$ cat src/rtl/uart_tx_pkg.sv
// Shared constants and types for the memory-mapped UART transmitter.
// Optional FIFO selected by UART_TX_FIFO_EN (see uart_tx_fifo).
package uart_tx_pkg;

  localparam logic [1:0] OFF_TXDATA = 2'd0;
  localparam logic [1:0] OFF_STATUS = 2'd1;
  localparam logic [1:0] OFF_BAUD   = 2'd2;

  localparam int ST_BUSY  = 0;
  localparam int ST_FULL  = 1;
  localparam int ST_EMPTY = 2;
  localparam int ST_OVF   = 3;
  localparam int ST_CNT   = 8;

  localparam int CNT_W = 8;

  typedef enum logic [1:0] {
    S_IDLE,
    S_START,
    S_DATA,
    S_STOP
  } tx_state_t;

  function automatic logic [15:0] eff_div(
    input logic [15:0] d
  );
    return (d == 16'd0) ? 16'd1 : d;
  endfunction

endpackage

$ cat src/rtl/uart_tx_fifo.sv
// Transmit byte queue: FIFO_DEPTH entries with UART_TX_FIFO_EN,
// otherwise a single holding register.
module uart_tx_fifo
  import uart_tx_pkg::*;
#(
  parameter int DEPTH = 8
) (
  input  logic             clk,
  input  logic             rst_n,
  input  logic             push,
  input  logic [7:0]       din,
  input  logic             pop,
  output logic [7:0]       dout,
  output logic             full,
  output logic             empty,
  output logic [CNT_W-1:0] count
);

`ifdef UART_TX_FIFO_EN
  localparam int D  = DEPTH;
  localparam int AW = $clog2(DEPTH);
`else
  // without the FIFO the depth collapses to one entry
  localparam int D  = DEPTH / DEPTH;
`endif

  logic [CNT_W-1:0] cnt;
  logic             do_push;
  logic             do_pop;

  assign full    = cnt == CNT_W'(D);
  assign empty   = cnt == '0;
  assign count   = cnt;
  assign do_push = push && !full;
  assign do_pop  = pop && !empty;

  always_ff @(posedge clk or negedge rst_n) begin
    if (!rst_n) begin
      cnt <= '0;
    end else begin
      cnt <= cnt + CNT_W'(do_push)
                 - CNT_W'(do_pop);
    end
  end

`ifdef UART_TX_FIFO_EN
  logic [7:0]    mem [D];
  logic [AW-1:0] wp;
  logic [AW-1:0] rp;

  always_ff @(posedge clk or negedge rst_n) begin
    if (!rst_n) begin
      wp <= '0;
      rp <= '0;
    end else begin
      if (do_push) wp <= wp + AW'(1);
      if (do_pop)  rp <= rp + AW'(1);
    end
  end

  always_ff @(posedge clk) begin
    if (do_push) mem[wp] <= din;
  end

  assign dout = mem[rp];
`else
  logic [7:0] hold;

  always_ff @(posedge clk or negedge rst_n) begin
    if (!rst_n) begin
      hold <= '0;
    end else if (do_push) begin
      hold <= din;
    end
  end

  assign dout = hold;
`endif

endmodule

$ cat src/rtl/uart_tx_mmio.sv
// Memory-mapped 8N1 UART transmitter with status and baud registers.
// Define UART_TX_FIFO_EN for a FIFO_DEPTH-entry transmit queue.
module uart_tx_mmio
  import uart_tx_pkg::*;
#(
  parameter logic [31:0] BASE_ADDR    = 32'hFFFF_FF00,
  parameter int          CLKS_PER_BIT = 1250,
  parameter int          FIFO_DEPTH   = 8
) (
  input  logic        clk,
  input  logic        rst_n,
  input  logic        mem_wen,
  input  logic [31:0] mem_wa,
  input  logic [31:0] mem_wd,
  input  logic [2:0]  mem_funct3,
  input  logic [31:0] mem_ra,
  output logic [31:0] mem_rd,
  output logic        rd_hit,
  output logic        tx
);

  logic             wr_hit;
  logic             push_req;
  logic             st_wr;
  logic             baud_wr;
  logic             rd_in;
  logic [31:0]      rd_next;
  logic [31:0]      status;
  logic [15:0]      baud;
  logic             ovf;
  logic [7:0]       dout;
  logic             full;
  logic             empty;
  logic [CNT_W-1:0] count;
  logic             frame_go;
  logic             bit_done;
  logic [15:0]      div_new;
  tx_state_t        state;
  logic [7:0]       shreg;
  logic [2:0]       bit_cnt;
  logic [15:0]      baud_cnt;
  logic [15:0]      div_q;
  logic             unused_bits;

  assign wr_hit   = mem_wen
                 && mem_wa[31:4] == BASE_ADDR[31:4];
  assign push_req = wr_hit && mem_wa[3:2] == OFF_TXDATA;
  assign st_wr    = wr_hit && mem_wa[3:2] == OFF_STATUS;
  assign baud_wr  = wr_hit && mem_wa[3:2] == OFF_BAUD;
  assign rd_in    = mem_ra[31:4] == BASE_ADDR[31:4];

  assign unused_bits = ^{mem_wa[1:0], mem_ra[1:0],
                         mem_wd[31:16],
                         count[CNT_W-1:4]};

  uart_tx_fifo #(
    .DEPTH (FIFO_DEPTH)
  ) u_fifo (
    .clk   (clk),
    .rst_n (rst_n),
    .push  (push_req),
    .din   (mem_wd[7:0]),
    .pop   (frame_go),
    .dout  (dout),
    .full  (full),
    .empty (empty),
    .count (count)
  );

  // a rejected push wins over a same-cycle clear
  always_ff @(posedge clk or negedge rst_n) begin
    if (!rst_n) begin
      ovf <= 1'b0;
    end else if (push_req && full) begin
      ovf <= 1'b1;
    end else if (st_wr && mem_wd[ST_OVF]) begin
      ovf <= 1'b0;
    end
  end

  always_ff @(posedge clk or negedge rst_n) begin
    if (!rst_n) begin
      baud <= 16'(CLKS_PER_BIT);
    end else if (baud_wr) begin
      if (mem_funct3 == 3'b000) begin
        baud[7:0] <= mem_wd[7:0];
      end else begin
        baud <= mem_wd[15:0];
      end
    end
  end

  always_comb begin
    status            = '0;
    status[ST_BUSY]   = state != S_IDLE;
    status[ST_FULL]   = full;
    status[ST_EMPTY]  = empty;
    status[ST_OVF]    = ovf;
    status[ST_CNT+:4] = count[3:0];
  end

  always_comb begin
    rd_next = '0;
    if (rd_in) begin
      case (mem_ra[3:2])
        OFF_STATUS: rd_next = status;
        OFF_BAUD:   rd_next = {16'h0, baud};
        default:    rd_next = '0;
      endcase
    end
  end

  always_ff @(posedge clk or negedge rst_n) begin
    if (!rst_n) begin
      mem_rd <= '0;
      rd_hit <= 1'b0;
    end else begin
      mem_rd <= rd_next;
      rd_hit <= rd_in;
    end
  end

  assign bit_done = baud_cnt == 16'd0;
  assign div_new  = eff_div(baud);
  assign frame_go = !empty
                 && (state == S_IDLE
                  || (state == S_STOP && bit_done));

  always_ff @(posedge clk or negedge rst_n) begin
    if (!rst_n) begin
      state    <= S_IDLE;
      tx       <= 1'b1;
      shreg    <= '0;
      bit_cnt  <= '0;
      baud_cnt <= '0;
      div_q    <= 16'd1;
    end else if (frame_go) begin
      state    <= S_START;
      tx       <= 1'b0;
      shreg    <= dout;
      div_q    <= div_new;
      baud_cnt <= div_new - 16'd1;
    end else begin
      unique case (state)
        S_IDLE: ;
        S_START: begin
          if (bit_done) begin
            state    <= S_DATA;
            tx       <= shreg[0];
            bit_cnt  <= '0;
            baud_cnt <= div_q - 16'd1;
          end else begin
            baud_cnt <= baud_cnt - 16'd1;
          end
        end
        S_DATA: begin
          if (bit_done) begin
            baud_cnt <= div_q - 16'd1;
            bit_cnt  <= bit_cnt + 3'd1;
            if (bit_cnt == 3'd7) begin
              state <= S_STOP;
              tx    <= 1'b1;
            end else begin
              tx    <= shreg[1];
              shreg <= shreg >> 1;
            end
          end else begin
            baud_cnt <= baud_cnt - 16'd1;
          end
        end
        S_STOP: begin
          if (bit_done) begin
            state <= S_IDLE;
          end else begin
            baud_cnt <= baud_cnt - 16'd1;
          end
        end
      endcase
    end
  end

endmodule

$ cat config.mk
export PLATFORM = sky130hd
export DESIGN_NAME = uart_tx_mmio
export DESIGN_NICKNAME = d
export VERILOG_FILES = /design/src/rtl/uart_tx_pkg.sv /design/src/rtl/uart_tx_fifo.sv /design/src/rtl/uart_tx_mmio.sv
export SDC_FILE = /design/constraint.sdc
export NUM_CORES = 1
export LEC_CHECK = 0
export BUFFER_PORTS_ARGS = -buffer_cell sky130_fd_sc_hd__buf_2
export CELL_PAD_IN_SITES_DETAIL_PLACEMENT = 1
export CELL_PAD_IN_SITES_GLOBAL_PLACEMENT = 1
export CORE_ASPECT_RATIO = 1.75
export CORE_UTILIZATION = 37
export DETAILED_ROUTE_END_ITERATION = 7
export MAX_ROUTING_LAYER = met4
export PLACE_DENSITY_LB_ADDON = 0.1
export SLEW_MARGIN = 10
export SYNTH_ARGS = -nofsm -noshare
export SYNTH_HDL_FRONTEND = slang
export SYNTH_HIERARCHICAL = 1
export SYNTH_SLANG_ARGS = --single-unit
$ cat constraint.sdc
create_clock -name clk -period 3.5 [get_ports clk]
set_input_delay 0.175 -clock clk [delete_from_list [all_inputs] [get_ports clk]]
set_output_delay 0.175 -clock clk [all_outputs]
set_load 0.01 [all_outputs]
==> metrics.md, run 1 <==
| Metric | Value |
|---|---|
| Maximum VDD drop | `between 0.0008 and 0.0009 V` |
| Most common cell after layout, fill and taps aside | `sky130_fd_sc_hd__buf_2` |
| Initial cell density of the core | `38.31%` |
| Power density over cell area | `between 1000 and 1500 nW/um^2` |
| Die Footprint | `15,540 um^2` |
| Sequential power share | `18.6%` |
| Number of remaining DRC errors | `0` |
| Number of rows in the core area | `between 50 and 60` |
| Ys Warns | `6` |
| Wire length reported by the detailed router | `15,720 um` |
| Routed length per instance | `approximately 18 um` |
| Critical path class | `flop to flop` |
| Total routing usage reported by global routing | `22.61%` |
| Internal cell power | `4433 uW` |
| Final layout net count | `800` |
| Most frequent cells in the layout | `sky130_fd_sc_hd__buf_2 (98), sky130_fd_sc_hd__dfrtp_1 (89), sky130_fd_sc_hd__nand2_1 (65)` |
| Path type of the worst min-delay path | `input pin to async pin` |
| Maximum clock frequency | `301.2 MHz` |
| Worst-case hold slack | `-0.03568 ns` |
| Antenna violations before repair | `0` |
| Cts bufs inserted | `9` |
| Required time of the critical path | `3.73 ns` |
| Detailed placement HPWL | `12,090 um` |
| Failing checks | `negative hold slack` |
| Port Buffer Count | `99` |
| Slew @ Worst Pin | `between 0.9 and 1 ns` |
| Switching portion of total power | `45.70%` |
| Diodes inserted | `0` |
| Utilization of the core after routing | `45.26%` |
| Vias in the first global route | `about 5.2k` |
| Synthesized netlist cell count | `572` |
| Share of final-layout standard cells stronger than drive strength 1 | `about a quarter` |
| Final setup violation count | `0` |
| Critical path data arrival time | `3.55 ns` |
| Max transition margin | `37.06%` |
| Final cell count without fillers | `around 860` |
| Clock Sink Count | `96` |
| Final worst clock skew | `0.01052 ns` |
| Pin count of the biggest net entering global routing | `72` |
| Async SR Flop Fraction | `100.0%` |
| Fraction of the yosys area taken by sequential cells | `43.36%` |
| RSZ-0062 raised after global routing | `no` |
| Placed instance area | `6220 um^2` |
| Total negative slack | `0 ns` |
| Final hold vios | `22` |
| Average instance area after synthesis | `9.721 um^2` |
| Number of levels in the clock H-tree | `3` |
| EDFF count, synth | `0` |
| DR vias | `4,625` |
| Total power consumption of the routed design | `just over 8000 uW` |
| Clock network fraction of total power | `13.1%` |
| Largest buffer count on any clock path | `2` |
| Area overhead of the layout relative to synthesis | `18.14%` |
| TritonCTS clock tree | `yes` |
| Total standard cell area after synthesis | `5560 um^2` |
| Post-synthesis sequential element count | `96` |
| Main synth FF type | `sky130_fd_sc_hd__dfrtp_1` |
| Number of pins with negative max-slew slack in the final report | `0` |
| Clock-pin slew on the worst setup and hold paths | `0.07 ns` |
| Global-route wire length before repair | `between 20,000 and 30,000 um` |
| Finished layout cell area | `6569 um^2` |
| Count of hold buffers inserted by post-cts repair | `0` |
| Core box area | `14,510 um^2` |
| Result of the run | `complete, but fails checks` |
| Antenna violation net count after detailed routing | `0` |
| Final worst path period need | `3.320 ns` |
| Worst reg-to-reg setup slack | `0.18 ns` |
| Share of the clock period used by the worst path | `94.86%` |
| Crit path capture type | `flop` |
| Die Width | `94.67 um` |
| Critical path fanouts, max | `4` |
| Leakage power figure | `0.003298 uW` |
| Final estimated routing congestion in global placement | `0.8366` |
| Vertical die dimension | `164.2 um` |
| Insertion delay to the later sink of the worst-skew pair | `0.34 ns` |
| Root buffer selected by CTS | `sky130_fd_sc_hd__clkbuf_16` |
| Count of pins on the block boundary | `136` |
| Number of maximum-capacitance violations | `0` |
| Launching element type of the critical path | `flop` |
| Post-Place Cells | `840` |
| Overflow left after global routing | `0` |
| First-pass DRT Iterations | `4` |
| Count of distinct cell types in the synthesized netlist | `66` |
| Via density | `5.390` |
| Part of the power in combinational logic | `68.3%` |
| Switch Pwr | `3730 uW` |
| Detailed Route Iter0 Violations | `about 130` |
==> cells by family after synthesis <==
group           Yosys count  share of synthesized area, %
mux                      35                         7.943
fa+ha+maj                25                         5.761
other cells               1                       0.06744
buf+inv                  72                         6.346
xor+xnor                 32                         5.041
compound gates          110                         12.87
simple gates            201                         18.61
flops                    96                         43.36
==> registers in the layout (all words and copies together) (netlist names) <==
signal,flops
tx,1
baud_cnt,16
state,2
u_fifo/count,8
baud,16
div_q,16
bit_cnt,3
mem_rd,16
rd_hit,1
shreg,8
ovf,1
u_fifo/dout,8
==> final cells by class <==
cell class | instances | area (um^2)
sequential | 96 | 2411
tap | 180 | 225.2
fill | 1715 | 7945
inverter | 30 | 112.6
multi-input combinational | 419 | 2867
clock inverter | 6 | 91.34
clock buffer | 10 | 229.0
timing repair buffer | 117 | 633.1
==> layer usage <==
metal / GRT usage, % / vias to the layer above / part of all wire, %
li1: - / 2212 / -
met2: 40.48 / 111 / 55
met4: 9.986 / 0 / 3.2
met5: - / - / 0
met1: 24.83 / 2269 / 39
met3: 2.315 / 33 / 2.5
==> per-stage QoR <==
step	worst slack, ns	hold slack (ns)
finish	0.1801	-0.03568
global route	0.01881	0.04718
CTS	0.07670	0.01150
detailed placement	0.02222	0.3865
global placement	0.03689	0.3732
floorplan	0.09516	-0.1206
==> synthesized netlist by cell type (2+ instances only) <==
cell type	count	area, um^2
sky130_fd_sc_hd__buf_6	3	33.78
sky130_fd_sc_hd__buf_4	16	120.1
sky130_fd_sc_hd__or4_1	5	37.54
sky130_fd_sc_hd__nor4_1	13	81.33
sky130_fd_sc_hd__a32oi_1	2	17.52
sky130_fd_sc_hd__a21oi_1	18	90.09
sky130_fd_sc_hd__inv_1	28	105.1
sky130_fd_sc_hd__nand2_1	65	244.0
sky130_fd_sc_hd__a211oi_1	4	30.03
sky130_fd_sc_hd__or3_1	2	12.51
sky130_fd_sc_hd__nor3b_1	3	22.52
sky130_fd_sc_hd__o21bai_1	2	15.01
sky130_fd_sc_hd__ha_1	24	300.3
sky130_fd_sc_hd__nand3b_1	4	30.03
sky130_fd_sc_hd__o41ai_1	2	17.52
sky130_fd_sc_hd__a31oi_1	3	18.77
sky130_fd_sc_hd__o21ai_0	34	170.2
sky130_fd_sc_hd__nor3_1	16	80.08
sky130_fd_sc_hd__o21a_1	6	45.04
sky130_fd_sc_hd__and3_1	8	50.05
sky130_fd_sc_hd__xor2_1	17	148.9
sky130_fd_sc_hd__buf_1	2	7.510
sky130_fd_sc_hd__mux2_2	9	101.4
sky130_fd_sc_hd__xnor2_1	15	131.4
sky130_fd_sc_hd__o31ai_1	2	15.01
sky130_fd_sc_hd__mux2i_1	10	100.1
sky130_fd_sc_hd__o211ai_1	2	15.01
sky130_fd_sc_hd__nor2b_1	2	12.51
sky130_fd_sc_hd__nor2_1	37	138.9
sky130_fd_sc_hd__mux2_4	16	240.2
sky130_fd_sc_hd__o221ai_1	6	52.55
sky130_fd_sc_hd__nand4_1	14	87.58
sky130_fd_sc_hd__a22oi_1	17	127.6
sky130_fd_sc_hd__nand4b_1	4	35.03
sky130_fd_sc_hd__nand3_1	12	60.06
sky130_fd_sc_hd__o22ai_1	2	12.51
sky130_fd_sc_hd__nand2b_1	4	25.02
sky130_fd_sc_hd__dfstp_2	7	183.9
sky130_fd_sc_hd__clkbuf_1	21	78.83
sky130_fd_sc_hd__dfrtp_1	89	2227
==> power groups by stage <==
stage / clock, uW / sequential (uW) / combinational, uW
CTS: 1100 / 1520 / 5620
floorplan: 0 / 1500 / 4140
global placement: 0 / 1530 / 5330
finish: 1070 / 1520 / 5580
detailed placement: 0 / 1540 / 5590
global route: 1130 / 1540 / 6280
==> worst paths after layout <==
kind / startpoint / to / cells after the start
setup / recovery: u_fifo/count[3] / u_fifo/count[6] / 18
hold / removal: rst_n / baud_cnt[13] / 1
setup reg to reg: u_fifo/count[3] / u_fifo/count[6] / 18
hold reg to reg: u_fifo/dout[7] / shreg[7] / 2
max in group asynchronous: rst_n / baud[5] / 2
min in group clk: mem_wa[2] / ovf / 2
==> timing repair <==
action                     CTS  global route
setup endpoints to repair    0             2
gates resized for setup      0             6
buffers inserted             0             2
==> critical path, stage by stage (launching register included) <==
cell and delay (ns):
sky130_fd_sc_hd__dfrtp_1 0.40, sky130_fd_sc_hd__inv_1 0.10, sky130_fd_sc_hd__ha_1 0.16, sky130_fd_sc_hd__and4_4 0.24, sky130_fd_sc_hd__nor2b_2 0.15, sky130_fd_sc_hd__buf_4 0.14, sky130_fd_sc_hd__nand2b_1 0.10, sky130_fd_sc_hd__o22a_1 0.16
sky130_fd_sc_hd__clkinv_1 0.09, sky130_fd_sc_hd__nor2b_1 0.14, sky130_fd_sc_hd__ha_1 0.26, sky130_fd_sc_hd__inv_1 0.04, sky130_fd_sc_hd__ha_1 0.20, sky130_fd_sc_hd__fa_2 0.37, sky130_fd_sc_hd__a21oi_2 0.13, sky130_fd_sc_hd__o21ai_1 0.12
sky130_fd_sc_hd__a21oi_1 0.19, sky130_fd_sc_hd__o21bai_1 0.10, sky130_fd_sc_hd__xor2_1 0.14
Power figures use the tool's default switching activity.
==> run 2: changes to the inputs <==
- CORE_UTILIZATION: 37 -> 35
- PLACE_DENSITY: not set -> 0.85
- PLACE_DENSITY_LB_ADDON: 0.1 -> not set
==> run 2 against run 1 <==
The run still ends with negative hold slack left. Wire length up 2.4%. Maximum frequency up 0.58%. Die area up 5.6%. Cell count up 1.4%. Sequential cell count unchanged. Final area up 0.57%. Core utilization down 2.5 points. Register-to-register slack better by 0.02 ns. Total power down 0.66%. Combinational power about the same. Sequential power about the same. Clock power down 6%.
==> metrics.md, run 2 (synthesis gave the netlist of run 1 again) <==
| Metric | Value |
|---|---|
| Pin count of the biggest net entering global routing | `71 (-1.4%)` |
| Utilization of the core after routing | `42.72% (-2.5 points)` |
| Met1 track utilization from global routing | `20.50% (-4.3 points)` |
| Port Buffer Count | `99 (unchanged)` |
| Share of the clock period used by the worst path | `94.31% (-0.55 points)` |
| Slowest cell on the critical path | `sky130_fd_sc_hd__dfrtp_1` |
| DR vias | `4,790 (+3.6%)` |
| Global-route wire length before repair | `26,760 um (+2.8%)` |
| Wire length reported by the detailed router | `16,100 um (+2.4%)` |
| Detailed Route Iter0 Violations | `175 (+39%)` |
| Critical Path Max Stage Delay | `0.40 ns (about the same)` |
| Critical path origin | `u_fifo/count[2]` |
| Share of final-layout standard cells stronger than drive strength 1 | `27.19% (+0.94 points)` |
| Routed length per instance | `18.51 um (+1.0%)` |
| Cts bufs inserted | `9 (unchanged)` |
| Critical path data arrival time | `3.52 ns (-0.03 ns)` |
| Max transition margin | `35.87% (-1.2 points)` |
| Power density over cell area | `1227 nW/um^2 (-1.2%)` |
| Placed instance area | `6272 um^2 (+0.84%)` |
| Diodes inserted | `0 (unchanged)` |
| Via density | `5.506 (+2.1%)` |
| Result of the run | `complete, but fails checks` |
| Critical path fanouts, max | `4 (unchanged)` |
| First-pass DRT Iterations | `4 (unchanged)` |
| Finished layout cell area | `6606 um^2 (+0.57%)` |
| Most common cell after layout, fill and taps aside | `sky130_fd_sc_hd__buf_2` |
| Global routing usage on met3 | `2.684% (+0.37 points)` |
| Count of pins on the block boundary | `136 (unchanged)` |
| Final layout net count | `806 (+0.75%)` |
| Total routing usage reported by global routing | `21.29% (-1.3 points)` |
| Maximum clock frequency | `303.0 MHz (+0.58%)` |
| Initial cell density of the core | `35.95% (-2.4 points)` |
| Antenna violation net count after detailed routing | `0 (unchanged)` |
| Slew @ Worst Pin | `0.9619 ns (+0.01787 ns)` |
| Die Footprint | `16,420 um^2 (+5.6%)` |
| Final hold vios | `24 (+9.1%)` |
| Final estimated routing congestion in global placement | `0.8686 (+3.8%)` |
| Maximum VDD drop | `0.0005429 V (-39%)` |
| Number of pins with negative max-slew slack in the final report | `0 (unchanged)` |
| Detailed placement HPWL | `12,130 um (+0.31%)` |
| Failing checks | `negative hold slack` |
| Final worst path period need | `3.301 ns (-0.01909 ns)` |
| Met2 usage | `40.78% (+0.30 points)` |
| Die Width | `97.28 um (+2.8%)` |
| Critical path class | `flop to flop` |
| Clock-pin slew on the worst setup and hold paths | `0.07 ns (about the same)` |
| Insertion delay to the later sink of the worst-skew pair | `0.35 ns (about the same)` |
| Number of remaining DRC errors | `0 (unchanged)` |
| Core box area | `15,460 um^2 (+6.6%)` |
| Total power consumption of the routed design | `8109 uW (-0.66%)` |
| Clock Sink Count | `96 (unchanged)` |
| Final worst clock skew | `0.01144 ns (+0.0009201 ns)` |
| TritonCTS clock tree | `yes` |
| RSZ-0062 raised after global routing | `no` |
| Layer with the highest usage | `met2` |
| Cells traversed along the worst timing path | `inv_1 -> ha_1 -> and4_4 -> nor2b_2 -> buf_4 -> nand2b_1 -> o22a_1 -> clkinv_1 -> nor2b_1 -> ha_1 -> inv_1 -> ha_2 -> fa_2 -> a21oi_2 -> o21ai_2 -> a21oi_2 -> o21bai_1 -> xor2_1` |
| Number of levels in the clock H-tree | `3 (unchanged)` |
| Leakage power figure | `0.003305 uW (+0.19%)` |
| Most frequent cells in the layout | `sky130_fd_sc_hd__buf_2 (98), sky130_fd_sc_hd__dfrtp_1 (89), sky130_fd_sc_hd__nand2_1 (65)` |
| Area overhead of the layout relative to synthesis | `18.81%` |
| Number of rows in the core area | `60 (+3.4%)` |
| Crit path capture type | `flop` |
| Vias in the first global route | `5,349 (+2.7%)` |
| Worst-case hold slack | `-0.05371 ns (-0.01803 ns)` |
| Number of maximum-capacitance violations | `0 (unchanged)` |
| Largest buffer count on any clock path | `2 (unchanged)` |
| Required time of the critical path | `3.72 ns (about the same)` |
| Path type of the worst min-delay path | `input pin to async pin` |
| Vertical die dimension | `168.7 um (+2.8%)` |
| Antenna violations before repair | `0 (unchanged)` |
| Root buffer selected by CTS | `sky130_fd_sc_hd__clkbuf_16` |
| Launching element type of the critical path | `flop` |
| Final setup violation count | `0 (unchanged)` |
| Worst reg2reg startpoint | `u_fifo/count[2]` |
| Overflow left after global routing | `0 (unchanged)` |
[run 2: timing repair]
item                                    in CTS  in global routing
hold buffers                                 0                  0
endpoints found under the setup margin       1                  2
pin swaps                                    0                  2
resized for setup                            1                  8
buffers inserted                             0                  2
[run 2: final timing paths]
check                             endpoint  slack (ns)  depth (start not counted)
setup / recovery           u_fifo/count[6]        0.20                         18
hold / removal                  mem_rd[15]       -0.05                          1
setup reg to reg           u_fifo/count[6]        0.20                         18
hold reg to reg                   shreg[6]        0.49                          2
max in group asynchronous          baud[6]        2.64                          2
min in group clk                       ovf        0.04                          2
[run 2: layout make-up]
class / count / area [um^2]
Inverter: 30 / 112.6
Tap cell: 186 / 232.7
Sequential cell: 96 / 2411
Clock inverter: 5 / 57.56
Clock buffer: 11 / 242.7
Fill cell: 1792 / 8859
Multi-Input combinational cell: 419 / 2872
Timing Repair Buffer: 123 / 678.2
[run 2: where the power goes]
group	leakage, uW	internal, uW	switching (uW)
sequential	0.00128	1400	104
combinational	0.00189	2440	3150
clock	0.000138	573	439
[run 2: critical path, delay by kind of cell, from the launching register on]
kind            cells  cell delay (ns)
fa+ha+maj           4             1.00
simple gates        4             0.67
compound gates      5             0.58
flops               1             0.40
buf+inv             4             0.38
xor+xnor            1             0.15
[run 2: stage by stage]
stage                     TNS (ns)  setup WS, ns  std cells  hold slack [ns]
final                            0        0.1992        870         -0.05371
after global routing             0       0.03036        870          0.03200
after CTS                        0      0.003123        868         0.003809
after detailed placement  -0.05550      -0.05550        852           0.3787
after global placement           0       0.05987        852           0.3750
after floorplan                  0       0.09516        587          -0.1206
[run 2: metal layers]
metal / routed length [um] / vias up
met3: 511 / 44
met2: 9321 / 140
met1: 5592 / 2379
met5: 0 / -
li1: - / 2227
met4: 677 / 0
